## src/rtl/rv32i_imem_loader.sv

```systemverilog
// Loads a received program image into RV32I instruction memory word by word,
// verifies the word count against the frame length and releases the core on success.
module rv32i_imem_loader #(
    parameter int unsigned ADDR_W    = 10,
    parameter int unsigned BASE_ADDR = 0,
    parameter int unsigned BYTE_SWAP = 0
) (
    input  logic              clk,
    input  logic              rst,
    input  logic              valid_ip_p,
    input  logic              data_o_valid,
    input  logic [31:0]       icache_wr_data,
    input  logic [15:0]       prg_data_len,
    input  logic              rx_finish,
    output logic              imem_we,
    output logic [ADDR_W-1:0] imem_addr,
    output logic [31:0]       imem_wdata,
    output logic              cpu_hold,
    output logic              load_done,
    output logic              load_err,
    output logic [ADDR_W:0]   word_cnt
);

    typedef enum logic [2:0] {
        StIdle,
        StLoad,
        StCheck,
        StRun,
        StErr
    } state_e;

    // Comparison width wide enough for both the word counter and the 17-bit expectation.
    localparam int unsigned       CmpW     = (ADDR_W + 1 > 17) ? ADDR_W + 1 : 17;
    localparam logic [ADDR_W:0]   Capacity = {1'b1, {ADDR_W{1'b0}}};
    localparam logic [ADDR_W-1:0] BaseAddr = ADDR_W'(BASE_ADDR);

    state_e            state_q, state_d;
    logic              we_q, we_d;
    logic [ADDR_W-1:0] addr_q, addr_d;
    logic [31:0]       wdata_q, wdata_d;
    logic              hold_q, hold_d;
    logic              done_q, done_d;
    logic              err_q, err_d;
    logic [ADDR_W:0]   cnt_q, cnt_d;
    logic              ovf_q, ovf_d;
    logic [15:0]       len_q, len_d;

    logic [16:0]       expected_words;
    logic [31:0]       word_fmt;
    logic              has_room;
    logic              check_ok;

    always_comb begin
        expected_words = (17'(len_q) + 17'd3) >> 2;
        word_fmt       = (BYTE_SWAP != 0)
                       ? {icache_wr_data[7:0], icache_wr_data[15:8],
                          icache_wr_data[23:16], icache_wr_data[31:24]}
                       : icache_wr_data;
        has_room       = (cnt_q < Capacity);
        check_ok       = (CmpW'(cnt_q) == CmpW'(expected_words)) &&
                         (expected_words != 17'd0) && !ovf_q;
    end

    always_comb begin
        state_d = state_q;
        we_d    = 1'b0;
        addr_d  = addr_q;
        wdata_d = wdata_q;
        hold_d  = hold_q;
        done_d  = done_q;
        err_d   = err_q;
        cnt_d   = cnt_q;
        ovf_d   = ovf_q;
        len_d   = len_q;

        unique case (state_q)
            StIdle: begin
                hold_d = 1'b1;
            end
            StLoad: begin
                // A restart from valid_ip_p drops any word and rx_finish in the same cycle.
                if (!valid_ip_p) begin
                    if (data_o_valid) begin
                        if (has_room) begin
                            we_d    = 1'b1;
                            addr_d  = BaseAddr + cnt_q[ADDR_W-1:0];
                            wdata_d = word_fmt;
                            cnt_d   = cnt_q + 1'b1;
                        end else begin
                            ovf_d = 1'b1;
                        end
                    end
                    if (rx_finish) begin
                        state_d = StCheck;
                        len_d   = prg_data_len;
                    end
                end
            end
            StCheck: begin
                if (check_ok) begin
                    state_d = StRun;
                    done_d  = 1'b1;
                    hold_d  = 1'b0;
                end else begin
                    state_d = StErr;
                    err_d   = 1'b1;
                    hold_d  = 1'b1;
                end
            end
            StRun: begin
                hold_d = 1'b0;
                done_d = 1'b1;
            end
            StErr: begin
                hold_d = 1'b1;
                err_d  = 1'b1;
            end
            default: begin
                state_d = StIdle;
                hold_d  = 1'b1;
            end
        endcase

        if (valid_ip_p && (state_q != StCheck)) begin
            state_d = StLoad;
            cnt_d   = '0;
            ovf_d   = 1'b0;
            done_d  = 1'b0;
            err_d   = 1'b0;
            hold_d  = 1'b1;
        end
    end

    always_ff @(posedge clk) begin
        if (rst) begin
            state_q <= StIdle;
            we_q    <= 1'b0;
            addr_q  <= '0;
            wdata_q <= '0;
            hold_q  <= 1'b1;
            done_q  <= 1'b0;
            err_q   <= 1'b0;
            cnt_q   <= '0;
            ovf_q   <= 1'b0;
            len_q   <= '0;
        end else begin
            state_q <= state_d;
            we_q    <= we_d;
            addr_q  <= addr_d;
            wdata_q <= wdata_d;
            hold_q  <= hold_d;
            done_q  <= done_d;
            err_q   <= err_d;
            cnt_q   <= cnt_d;
            ovf_q   <= ovf_d;
            len_q   <= len_d;
        end
    end

    assign imem_we    = we_q;
    assign imem_addr  = addr_q;
    assign imem_wdata = wdata_q;
    assign cpu_hold   = hold_q;
    assign load_done  = done_q;
    assign load_err   = err_q;
    assign word_cnt   = cnt_q;

endmodule

```

## config.mk

```make
export PLATFORM = sky130hd
export DESIGN_NAME = rv32i_imem_loader
export DESIGN_NICKNAME = d
export VERILOG_FILES = /design/src/rtl/rv32i_imem_loader.sv
export SDC_FILE = /design/constraint.sdc
export NUM_CORES = 1
export LEC_CHECK = 0
export ABC_AREA = 1
export BUFFER_PORTS_ARGS = -buffer_cell sky130_fd_sc_hd__buf_2
export CAP_MARGIN = 20
export CORE_MARGIN = 2
export CORE_UTILIZATION = 46
export CTS_CLUSTER_DIAMETER = 50
export DETAILED_ROUTE_END_ITERATION = 10
export GPL_TIMING_DRIVEN = 1
export PLACE_DENSITY_LB_ADDON = 0.3
export SYNTH_ARGS = -nofsm -noshare
export SYNTH_HDL_FRONTEND = slang
export SYNTH_SLANG_ARGS = --single-unit
export TNS_END_PERCENT = 1
```

## constraint.sdc

```tcl
create_clock -name clk -period 1.6 [get_ports clk]
set_input_delay 0.48 -clock clk [delete_from_list [all_inputs] [get_ports clk]]
set_output_delay 0.48 -clock clk [all_outputs]
set_load 0.005 [all_outputs]
```

==> impl_metrics.env <==
export IMPL_status="finished with violations"
export IMPL_violations="setup timing"
export IMPL_synth_compound_area_share_pct=14.8
export IMPL_start_util_pct=46.7
export IMPL_syn_mean_instance_area_sq_um=7.06
export IMPL_grt_use_met3_pct=6.66
export IMPL_yosys_warnings=0
export IMPL_synthAdderAreaFrac_pct=0.352
export IMPL_vias=3736
export IMPL_worstHoldPathCells=2
export IMPL_drv_slew=0
export IMPL_hold_viol=0
export IMPL_p_leak_nw=2.33
export IMPL_drive_gt1_share_pct=38.6
export IMPL_synthXorXnorAreaFrac_pct=0.986
export IMPL_r2r_slack_ps=-180
export IMPL_wl_per_cell_um=12.3
export IMPL_cts_made_buffers=9
export IMPL_rows=32
export IMPL_top_usage_layer="met2"
export IMPL_critical_path_peak_fanout=4
export IMPL_clockBufferDepth=2
export IMPL_antenna_left=0
export IMPL_layout_nets=705
export IMPL_fin_hold_ws_ps=332
export IMPL_min_period_ps=1780
export IMPL_clkTransAtPathRegs_ps=80
export IMPL_grtUsageTotal_pct=22.5
export IMPL_synthTopCellsByArea="dfxtp_1 43%, nor2_1 11%, o21ai_0 8.6%, nand2_1 8.2%, a21oi_1 4.5%"
export IMPL_post_route_util_pct=63.7
export IMPL_netlist_area_sq_um=3550
export IMPL_drc=0
export IMPL_synthArstFlopShare_pct=0
export IMPL_ys_ff_latch=77
export IMPL_use_met1_pct=26.7
export IMPL_stdcell_count=758
export IMPL_p_per_area_nw_per_um2=833
export IMPL_synthCells=503
export IMPL_die_w_um=91.9
export IMPL_max_freq_ghz=0.561
export IMPL_dr_pass1_iters=5
export IMPL_cts_sinks=77
export IMPL_setup_ws_ps=-181
export IMPL_rsz0062_at_grt="yes"
export IMPL_synth_top_area_share_pct=43.4
export IMPL_drt_initial_drc_count=130
export IMPL_root_buffer="clkbuf_8"
export IMPL_met2_usage_pct=38.7
export IMPL_crit_type="reg -> reg"
export IMPL_antenna_found_initial=0
export IMPL_synth_edf_count=0
export IMPL_relSlewSlack_pct=78.5
export IMPL_grt_pass1_wl_um=15400
export IMPL_critPathLaunchType="register"
export IMPL_ios=110
export IMPL_synth_most_common_cell="nor2_1"
export IMPL_yosys_area_share_simple_pct=33.1
export IMPL_synth_top_family_by_area="simple AND/OR/NAND/NOR gates"
export IMPL_yosysSeqAreaShare_pct=43.4
export IMPL_register_area_sq_um=1560
export IMPL_end_kind="register"
export IMPL_cp_required_ps=1890
export IMPL_drv_cap=0
export IMPL_synth_flop_cell="dfxtp_1"
export IMPL_num_fill_cells=695
export IMPL_synth_distinct_cells=32
export IMPL_worst_r2r_cell_count=14
export IMPL_setup_viol=10
export IMPL_dp_cells=738
export IMPL_gp_congestion=0.915
export IMPL_cts_htree_levels=3
export IMPL_die_area_sq_um=8440
export IMPL_overflow=0
export IMPL_routed_wl_um=9330
export IMPL_multi_input_area_sq_um=1850
export IMPL_antenna_cells=0
export IMPL_io_buffers=109
export IMPL_grt_max_degree=52
export IMPL_fin_crit_sh_pct=111
export IMPL_dpl_hpwl_um=7040
export IMPL_muxShareOfSynthArea_pct=0
export IMPL_synth_common_cells="106 x nor2_1, 78 x nand2_1, 77 x dfxtp_1"
export IMPL_insertion_delay_ps=350
export IMPL_cts_tree="done"
export IMPL_arrival_ps=2070
export IMPL_ir_worst_vdd_mv=0.643
export IMPL_fp_dieH_um=91.9
export IMPL_postCtsHoldBufs=0
export IMPL_grt_pass1_vias=3539
export IMPL_core_sq_um=7610
export IMPL_worstMarginPinSlew_ps=322
export IMPL_hp_class="in -> reg"
export IMPL_synth_largest_area_cell="dfxtp_1"
export IMPL_viasPerCell=4.93
export IMPL_synth_fp_nets=557
export IMPL_clock_skew_ps=14.9
export IMPL_areaGrowthSynthToFinish_pct=36.5
==> cells in the final DEF (no fill, tap or decap), types with 5 or more instances in the layout <==
cell / count
buf_2: 109
nor2_2: 5
o21ai_1: 5
o21ai_2: 10
inv_2: 11
nand2_4: 5
inv_1: 38
nand2_1: 73
a21oi_1: 32
dfxtp_2: 13
nor2_1: 104
clkbuf_8: 11
nand3_1: 22
buf_4: 44
dfxtp_1: 63
o21ai_0: 48
nand2_2: 15
nor2_4: 7
==> flip-flops by register name (all words and copies together), names as in the netlist <==
signal / flops
load_done: 1
ovf_q: 1
word_cnt: 11
imem_we: 1
imem_addr: 10
load_err: 1
imem_wdata: 32
cpu_hold: 1
len_q: 16
state_q: 3
==> stage by stage <==
step	cell area (sq um)	TNS [ps]	power (W)	setup slack [ps]
after floorplan	3550	0	0.00232	2.32
after global placement	4480	-1770	0.00252	-154
after detailed placement	4480	-2910	0.00253	-210
after CTS	4740	-532	0.00405	-98.8
after global routing	4850	-2790	0.00423	-293
final	4850	-961	0.00404	-181
==> worst paths after layout <==
| path | end | start |
|---|---|---|
| min reg2reg | imem_addr[2] | imem_addr[2] |
| max | state_q[0] | len_q[7] |
| max reg2reg | state_q[0] | len_q[7] |
| min | imem_addr[2] | rst |
==> kinds of logic (layout without fill, tap and decap cells) <==
| group | Yosys count | in the layout |
|---|---|---|
| xor+xnor | 4 | 4 |
| buf+inv | 69 | 222 |
| simple gates | 251 | 251 |
| fa+ha+maj | 1 | 1 |
| compound gates | 101 | 101 |
| flops | 77 | 77 |
==> layout make-up <==
| type | count | area share, % |
|---|---|---|
| repair buffers | 156 | 18.8 |
| inverters | 50 | 3.90 |
| clock buffers | 10 | 2.84 |
| clock inverters | 6 | 1.45 |
| multi-input cells | 357 | 38.2 |
| flip-flops and latches | 77 | 32.2 |
| well taps | 102 | 2.63 |
==> metal layers <==
| layer | share of wire (%) | routed length (um) |
|---|---|---|
| met3 | 7.2 | 676 |
| met1 | 43 | 4020 |
| met2 | 48 | 4460 |
| met5 | 0 | 0 |
| met4 | 1.8 | 172 |
==> power breakdown <==
group,leakage [nW],switching (W),internal [W],total [W]
logic,1.59,0.000264,0.000227,0.000491
clock network,0.107,0.000750,0.000777,0.00153
registers,0.632,0.0000427,0.00198,0.00202
total,2.33,0.00106,0.00298,0.00404
==> critical path, cell delays in order (launching register included) <==
cell     delay (ps)
dfxtp_2         370
nand2_1         110
nor2_4          150
buf_4           130
nand3_1          70
nand2_1         100
nand2_1          70
nand2_1          60
nand3_1          70
nor2_1           90
nand2_1          60
inv_1            60
nand2_2          80
nor2_1          170
o21a_1          130
==> what timing repair did <==
| action | 4_1_cts | 5_1_grt |
|---|---|---|
| setup buffers | 1 | 3 |
| gates resized for setup | 20 | 37 |
| pin swaps | 1 | 3 |
| setup endpoints to repair | 11 | 27 |
No activity file was read; power rests on OpenSTA's default activity.
